### config.mk
export PLATFORM = sky130hd
export DESIGN_NAME = mcse_bus_translator
export DESIGN_NICKNAME = d
export VERILOG_FILES = /design/src/rtl/mcse_bus_translator.sv
export SDC_FILE = /design/constraint.sdc
export NUM_CORES = 1
export LEC_CHECK = 0
export CAP_MARGIN = 25
export CORE_MARGIN = 5
export CORE_UTILIZATION = 48
export CTS_CLUSTER_SIZE = 14
export DETAILED_ROUTE_END_ITERATION = 7
export PLACE_DENSITY = 0.8
export SLEW_MARGIN = 15
export SYNTH_ARGS = -nofsm -noshare
export SYNTH_HDL_FRONTEND = slang
export SYNTH_SLANG_ARGS = --single-unit
export TNS_END_PERCENT = 10
### constraint.sdc
create_clock -name clk -period 2.4 [get_ports clk]
set_clock_uncertainty 0.1 [all_clocks]
set_input_delay 0.24 -clock clk [delete_from_list [all_inputs] [get_ports clk]]
set_output_delay 0.24 -clock clk [all_outputs]
set_load 0.02 [all_outputs]
### src/rtl/mcse_bus_translator.sv
// mcse_bus_translator: MCSE single-request bus to 32-bit AHB-Lite master.
// Optional window/alignment check enabled by MCSE_BUS_ADDR_CHECK_EN.
module mcse_bus_translator #(
    parameter int unsigned pAHB_ADDR_WIDTH    = 32,
    parameter int unsigned pAHB_DATA_WIDTH    = 32,
    parameter int unsigned pPAYLOAD_SIZE_BITS = 128,
    parameter logic [31:0] pWINDOW_BASE       = 32'h0000_0000,
    parameter logic [31:0] pWINDOW_SIZE       = 32'h0001_0000
) (
    input  logic                          clk,
    input  logic                          rst_n,
    input  logic                          bootControl_bus_go,
    input  logic [pAHB_ADDR_WIDTH-1:0]    bootControl_bus_addr,
    input  logic [pPAYLOAD_SIZE_BITS-1:0] bootControl_bus_write,
    input  logic                          bootControl_bus_RW,
    output logic                          bootControl_bus_done,
    output logic [pPAYLOAD_SIZE_BITS-1:0] bootControl_bus_rdData,
    output logic                          bootControl_bus_err,
    output logic [pAHB_ADDR_WIDTH-1:0]    HADDR,
    output logic [1:0]                    HTRANS,
    output logic                          HWRITE,
    output logic [2:0]                    HSIZE,
    output logic [2:0]                    HBURST,
    output logic [pAHB_DATA_WIDTH-1:0]    HWDATA,
    input  logic [pAHB_DATA_WIDTH-1:0]    HRDATA,
    input  logic                          HREADY,
    input  logic                          HRESP
);

    localparam int unsigned AW = pAHB_ADDR_WIDTH;
    localparam int unsigned DW = pAHB_DATA_WIDTH;
    localparam int unsigned PW = pPAYLOAD_SIZE_BITS;
    localparam int unsigned N  = PW / DW;
    localparam int unsigned IW = (N > 1) ? $clog2(N) : 1;

    localparam logic [IW-1:0] LAST       = IW'(N - 1);
    localparam logic [AW-1:0] BEAT_BYTES = AW'(DW / 8);

    localparam logic [1:0] T_IDLE   = 2'b00;
    localparam logic [1:0] T_NONSEQ = 2'b10;

    typedef enum logic [1:0] {
        S_IDLE = 2'd0,
        S_XFER = 2'd1,
        S_ERR  = 2'd2,
        S_DONE = 2'd3
    } state_t;

    state_t state_q;
    state_t state_d;

    logic [PW-1:0] payload_q;
    logic [PW-1:0] rd_data_q;
    logic          err_q;
    logic [AW-1:0] haddr_q;
    logic [1:0]    htrans_q;
    logic          hwrite_q;
    logic [DW-1:0] hwdata_q;
    logic [IW-1:0] a_idx_q;
    logic [IW-1:0] d_idx_q;
    logic          d_vld_q;

    logic a_act;
    logic xfer_end;
    logic reject;

    assign a_act    = (htrans_q == T_NONSEQ);
    assign xfer_end = HREADY && !HRESP && d_vld_q && (d_idx_q == LAST);

`ifdef MCSE_BUS_ADDR_CHECK_EN
    // 64-bit compare so window end and request end cannot wrap
    logic [63:0] req_lo;
    logic [63:0] req_hi;
    logic [63:0] win_lo;
    logic [63:0] win_hi;

    assign req_lo = 64'(bootControl_bus_addr);
    assign req_hi = req_lo + 64'(N) * 64'(DW / 8);
    assign win_lo = 64'(pWINDOW_BASE);
    assign win_hi = win_lo + 64'(pWINDOW_SIZE);
    assign reject = (bootControl_bus_addr[1:0] != 2'b00)
                 || (req_lo < win_lo)
                 || (req_hi > win_hi);
`else
    logic unused_win;

    assign unused_win = ^{pWINDOW_BASE, pWINDOW_SIZE};
    assign reject     = 1'b0;
`endif

    always_ff @(posedge clk or negedge rst_n) begin
        if (!rst_n) begin
            state_q <= S_IDLE;
        end else begin
            state_q <= state_d;
        end
    end

    always_comb begin
        state_d = state_q;
        unique case (state_q)
            S_IDLE: begin
                if (bootControl_bus_go) begin
                    state_d = reject ? S_DONE : S_XFER;
                end
            end
            S_XFER: begin
                if (HRESP) begin
                    state_d = HREADY ? S_DONE : S_ERR;
                end else if (xfer_end) begin
                    state_d = S_DONE;
                end
            end
            S_ERR: begin
                if (HREADY) begin
                    state_d = S_DONE;
                end
            end
            S_DONE: begin
                state_d = S_IDLE;
            end
            default: begin
                state_d = S_IDLE;
            end
        endcase
    end

    always_comb begin
        bootControl_bus_done = 1'b0;
        unique case (state_q)
            S_DONE:  bootControl_bus_done = 1'b1;
            default: bootControl_bus_done = 1'b0;
        endcase
    end

    always_ff @(posedge clk or negedge rst_n) begin
        if (!rst_n) begin
            payload_q <= '0;
            rd_data_q <= '0;
            err_q     <= 1'b0;
            haddr_q   <= '0;
            htrans_q  <= T_IDLE;
            hwrite_q  <= 1'b0;
            hwdata_q  <= '0;
            a_idx_q   <= '0;
            d_idx_q   <= '0;
            d_vld_q   <= 1'b0;
        end else begin
            unique case (state_q)
                S_IDLE: begin
                    if (bootControl_bus_go) begin
                        payload_q <= bootControl_bus_write;
                        err_q     <= 1'b0;
                        if (reject) begin
                            err_q     <= 1'b1;
                            rd_data_q <= '0;
                        end else begin
                            htrans_q <= T_NONSEQ;
                            haddr_q  <= bootControl_bus_addr;
                            hwrite_q <= bootControl_bus_RW;
                            a_idx_q  <= '0;
                            d_vld_q  <= 1'b0;
                        end
                    end
                end
                S_XFER: begin
                    if (HRESP) begin
                        // first error cycle: cancel whatever is pending
                        htrans_q <= T_IDLE;
                        if (HREADY) begin
                            err_q     <= 1'b1;
                            rd_data_q <= '0;
                            d_vld_q   <= 1'b0;
                        end
                    end else if (HREADY) begin
                        if (d_vld_q && !hwrite_q) begin
                            rd_data_q[d_idx_q*DW +: DW] <= HRDATA;
                        end
                        d_vld_q <= a_act;
                        if (a_act) begin
                            d_idx_q  <= a_idx_q;
                            hwdata_q <= payload_q[a_idx_q*DW +: DW];
                            if (a_idx_q == LAST) begin
                                htrans_q <= T_IDLE;
                            end else begin
                                a_idx_q <= a_idx_q + IW'(1);
                                haddr_q <= haddr_q + BEAT_BYTES;
                            end
                        end
                    end
                end
                S_ERR: begin
                    if (HREADY) begin
                        err_q     <= 1'b1;
                        rd_data_q <= '0;
                        d_vld_q   <= 1'b0;
                    end
                end
                default: begin
                    d_vld_q <= 1'b0;
                end
            endcase
        end
    end

    assign bootControl_bus_rdData = rd_data_q;
    assign bootControl_bus_err    = err_q;
    assign HADDR  = haddr_q;
    assign HTRANS = htrans_q;
    assign HWRITE = hwrite_q;
    assign HWDATA = hwdata_q;
    assign HSIZE  = 3'b010;
    assign HBURST = 3'b000;

endmodule

==> run_results.csv <==
group,metric,value,unit
clocking,cts-root-buf,"sky130_fd_sc_hd__clkbuf_16",
clocking,cts_max_path_buffers,3,
setup_path,crit_arrival,2520,ps
yosys,netlist.top_cell.by_area,"sky130_fd_sc_hd__dfrtp_1",
floorplanning,die-height,181,um
place,place_inst,1772,
setup_path,crit_path_cell_trace,"ha_1 -> and4_1 -> and3_1 -> nand3_2 -> o41ai_1 -> a311oi_1",
routing,route.detailed.drc,0,
routing,route.detailed.wl_per_inst,22.0,um
routing,vias,10489,
global_route,grt_pass1_vias,10977,
clocking,worst_skew_pair.late_latency,500,ps
routing,drt_wl_total,40300,um
clocking,clk_transition_reported_paths,60,ps
floorplanning,std_cell_rows,62,
layout,n_antenna_cell,0,
setup_path,worstSetupPathType,"reg2reg",
yosys,synth-edff-count,0,
yosys,synth_seq_area_share,58.6,%
clocking,cts_tree,"yes",
place,io_buffers,393,
layout,synthToLayoutAreaGrowth,40.9,%
layout,num-nets-final,1636,
yosys,yosys.area.top_type_share,58.6,%
setup_path,cell_type_of_the_slowest_stage_on_the_worst_timing_path,"sky130_fd_sc_hd__dfrtp_1",
power,design_power_total,22500,uW
setup_path,cp_max_fo,6,
routing,via_per_inst,5.73,
power,p_int,15000,uW
sta,fin_crit,2260,ps
floorplanning,core_area,28900,um^2
hold_path,holdCritPathClass,"in2async",
setup_path,worstSetupStartpointType,"flip-flop",
sta,worst_pin_slew,800,ps
setup_path,end_kind,"flip-flop",
power,p_clk_share,24.0,%
sta,final-hold-violation-count,0,
place,finalWeightedCongestion,0.869,
yosys,yosysWarnings,0,
clocking,tritoncts.num_buffers,35,
global_route,global_route_wire_length_before_repair,64000,um
place,place.detailed.hpwl,28900,um
status,outcome,"finished clean",
power,power_switching_share,33.2,%
global_route,antenna_found_initial,3,
sta,timing.slew.headroom,46.5,%
sta,tns,0,ps
floorplanning,floorplan.die.width,181,um
power,pwr-share-comb,37.5,%
yosys,netlist_instances,1022,
sta,timing.final.crit_share,94.2,%
power,power.density_cell_area,1130,nW/um^2
layout,drive_above_1_share,21.9,%
yosys,ys.flop_type,"sky130_fd_sc_hd__dfrtp_1",
yosys,ys_seq_elements,330,
global_route,grt-ovfl-total,0,
sta,timing.fmax,442,MHz
yosys,synth.most_common_cell,"sky130_fd_sc_hd__dfrtp_1",
setup_path,r2r_slack,140,ps
clocking,cts_num_sinks,330,
sta,slew_viol_final,0,
global_route,globalRouteTotalUtil,24.2,%
power,leakagePower,0.00856,uW
power,sequential_cell_fraction_of_total_power,38.4,%
routing,first_iter_violations,643,
routing,dr_pass1_iterations,5,
yosys,post_synth.cell_area_avg,13.8,um^2
layout,finalNonFillerCells,1832,
yosys,synthTopCellsByCount,"sky130_fd_sc_hd__dfrtp_1 (330), sky130_fd_sc_hd__mux2_2 (164), sky130_fd_sc_hd__a22o_1 (131)",
floorplanning,die-area,32900,um^2
floorplanning,initial_core_util,48.8,%
floorplanning,ios,401,
clocking,deepest_level_of_the_cts_h_tree,2,
flow_run,timing.max_cap.violations,0,
setup_path,critical_path_required,2660,ps
yosys,postSynth.asyncResetShare,100,%
global_route,grt_max_degree,79,
yosys,largest_cells_by_area_after_synthesis,"sky130_fd_sc_hd__dfrtp_1 (59%), sky130_fd_sc_hd__mux2_2 (13%), sky130_fd_sc_hd__a22o_1 (8.1%), sky130_fd_sc_hd__mux4_2 (5.1%), sky130_fd_sc_hd__mux2i_1 (1.1%)",
power,switching_power,7460,uW
routing,route.antenna.remaining_nets,0,
sta,setup_repair_after_global_routing_missed_its_margin,"no",
yosys,synth.distinct_cells,57,
sta,finalSetupViolCount,0,
power,power.ir.vdd_worst,0.864,mV
yosys,synthesis.area,14100,um^2
setup_path,cpPeakStageDelay,420,ps
[flip-flops by register name, summed over array words and instances, names as in the netlist]
name,cells
HADDR,32
HTRANS,1
HWDATA,32
HWRITE,1
a_idx_q,2
bootControl_bus_err,1
bootControl_bus_rdData,128
d_idx_q,2
d_vld_q,1
payload_q,128
state_q,2
[critical path: cells and delay by family, from the launching register on]
family / cells / cell delay [ps]
and+or+nand+nor: 3 / 830
AOI/OAI and AO/OA: 2 / 500
adders and majority gates: 1 / 260
DFF: 1 / 420
[metal layers]
metal | up-vias | wire [um] | global-route usage, %
li1 | 4614 | - | -
met1 | 5319 | 15300 | 29.4
met2 | 470 | 19700 | 41.0
met3 | 80 | 4240 | 8.99
met4 | 6 | 1070 | 6.15
met5 | - | 40 | 0
[power groups by stage]
stage,sequential [uW],clock (uW),combinational [uW]
4_1_cts,8630,5520,8500
2_1_floorplan,8970,0,4770
6_report,8640,5390,8440
3_5_place_dp,8690,0,8440
5_1_grt,8860,5760,9120
3_3_place_gp,8590,0,8220
[path summary, 6_finish.rpt]
kind                                            from                                      to  cells after the start
hold reg to reg            payload_q[28]$_DFFE_PN0P_               payload_q[28]$_DFFE_PN0P_                      1
min in group clk           bootControl_bus_write[76]               payload_q[76]$_DFFE_PN0P_                      2
setup reg to reg                HADDR[2]$_DFFE_PN0P_                   HADDR[26]$_DFFE_PN0P_                      6
max in group asynchronous                      rst_n               payload_q[55]$_DFFE_PN0P_                      3
hold / removal                                 rst_n  bootControl_bus_rdData[54]$_DFFE_PN0P_                      2
setup / recovery                HADDR[2]$_DFFE_PN0P_                   HADDR[26]$_DFFE_PN0P_                      6
[cell usage in the layout, fill, tap and decap left out, types with 11 or more instances in the layout]
| cell type | count |
|---|---|
| sky130_fd_sc_hd__mux2_2 | 164 |
| sky130_fd_sc_hd__clkdlybuf4s50_1 | 392 |
| sky130_fd_sc_hd__a31oi_1 | 11 |
| sky130_fd_sc_hd__dfrtp_1 | 328 |
| sky130_fd_sc_hd__buf_12 | 12 |
| sky130_fd_sc_hd__a22o_1 | 131 |
| sky130_fd_sc_hd__nand3_1 | 12 |
| sky130_fd_sc_hd__clkbuf_16 | 35 |
| sky130_fd_sc_hd__a21oi_1 | 31 |
| sky130_fd_sc_hd__mux2i_1 | 16 |
| sky130_fd_sc_hd__nor2_1 | 22 |
| sky130_fd_sc_hd__nand2_1 | 36 |
| sky130_fd_sc_hd__o21ai_0 | 19 |
| sky130_fd_sc_hd__buf_4 | 35 |
| sky130_fd_sc_hd__ha_1 | 11 |
| sky130_fd_sc_hd__o22ai_1 | 18 |
| sky130_fd_sc_hd__mux4_2 | 32 |
| sky130_fd_sc_hd__inv_1 | 20 |
[logic make-up (layout without fill, tap and decap cells)]
family	after synthesis	after routing	share of synthesized area (%)
compound gates	236	236	12.6
fa+ha+maj	12	12	1.07
other cells	2	7	0.0533
buf+inv	100	521	3.20
mux	212	212	19.4
flops	330	330	58.6
simple gates	130	130	5.04
[layout make-up]
class / instances / area (um^2)
Sequential cell: 330 / 8260
Tap cell: 384 / 480
Timing Repair Buffer: 441 / 4450
Clock inverter: 14 / 179
Inverter: 21 / 78.8
Fill cell: 2005 / 9010
Multi-Input combinational cell: 597 / 5430
Clock buffer: 45 / 963
[what timing repair did]
item / 4_1_cts / 5_1_grt
endpoints found under the hold margin: 64 / 0
hold buffers: 1 / 0
endpoints found under the setup margin: 0 / 4
gates resized for setup: 0 / 2
buffers inserted: 0 / 0
[stage by stage]
step                worst slack (ps)  utilization, %  hold slack, ps  cell area, um^2
CTS                              112            68.7             222            19800
global placement                 138            64.7             170            18700
finish                           140            68.8             248            19800
floorplan                        346               -            -156            14100
detailed placement               130            64.7             170            18700
global route                    18.3            68.8             234            19800
No activity file was read; power rests on OpenSTA's default activity.
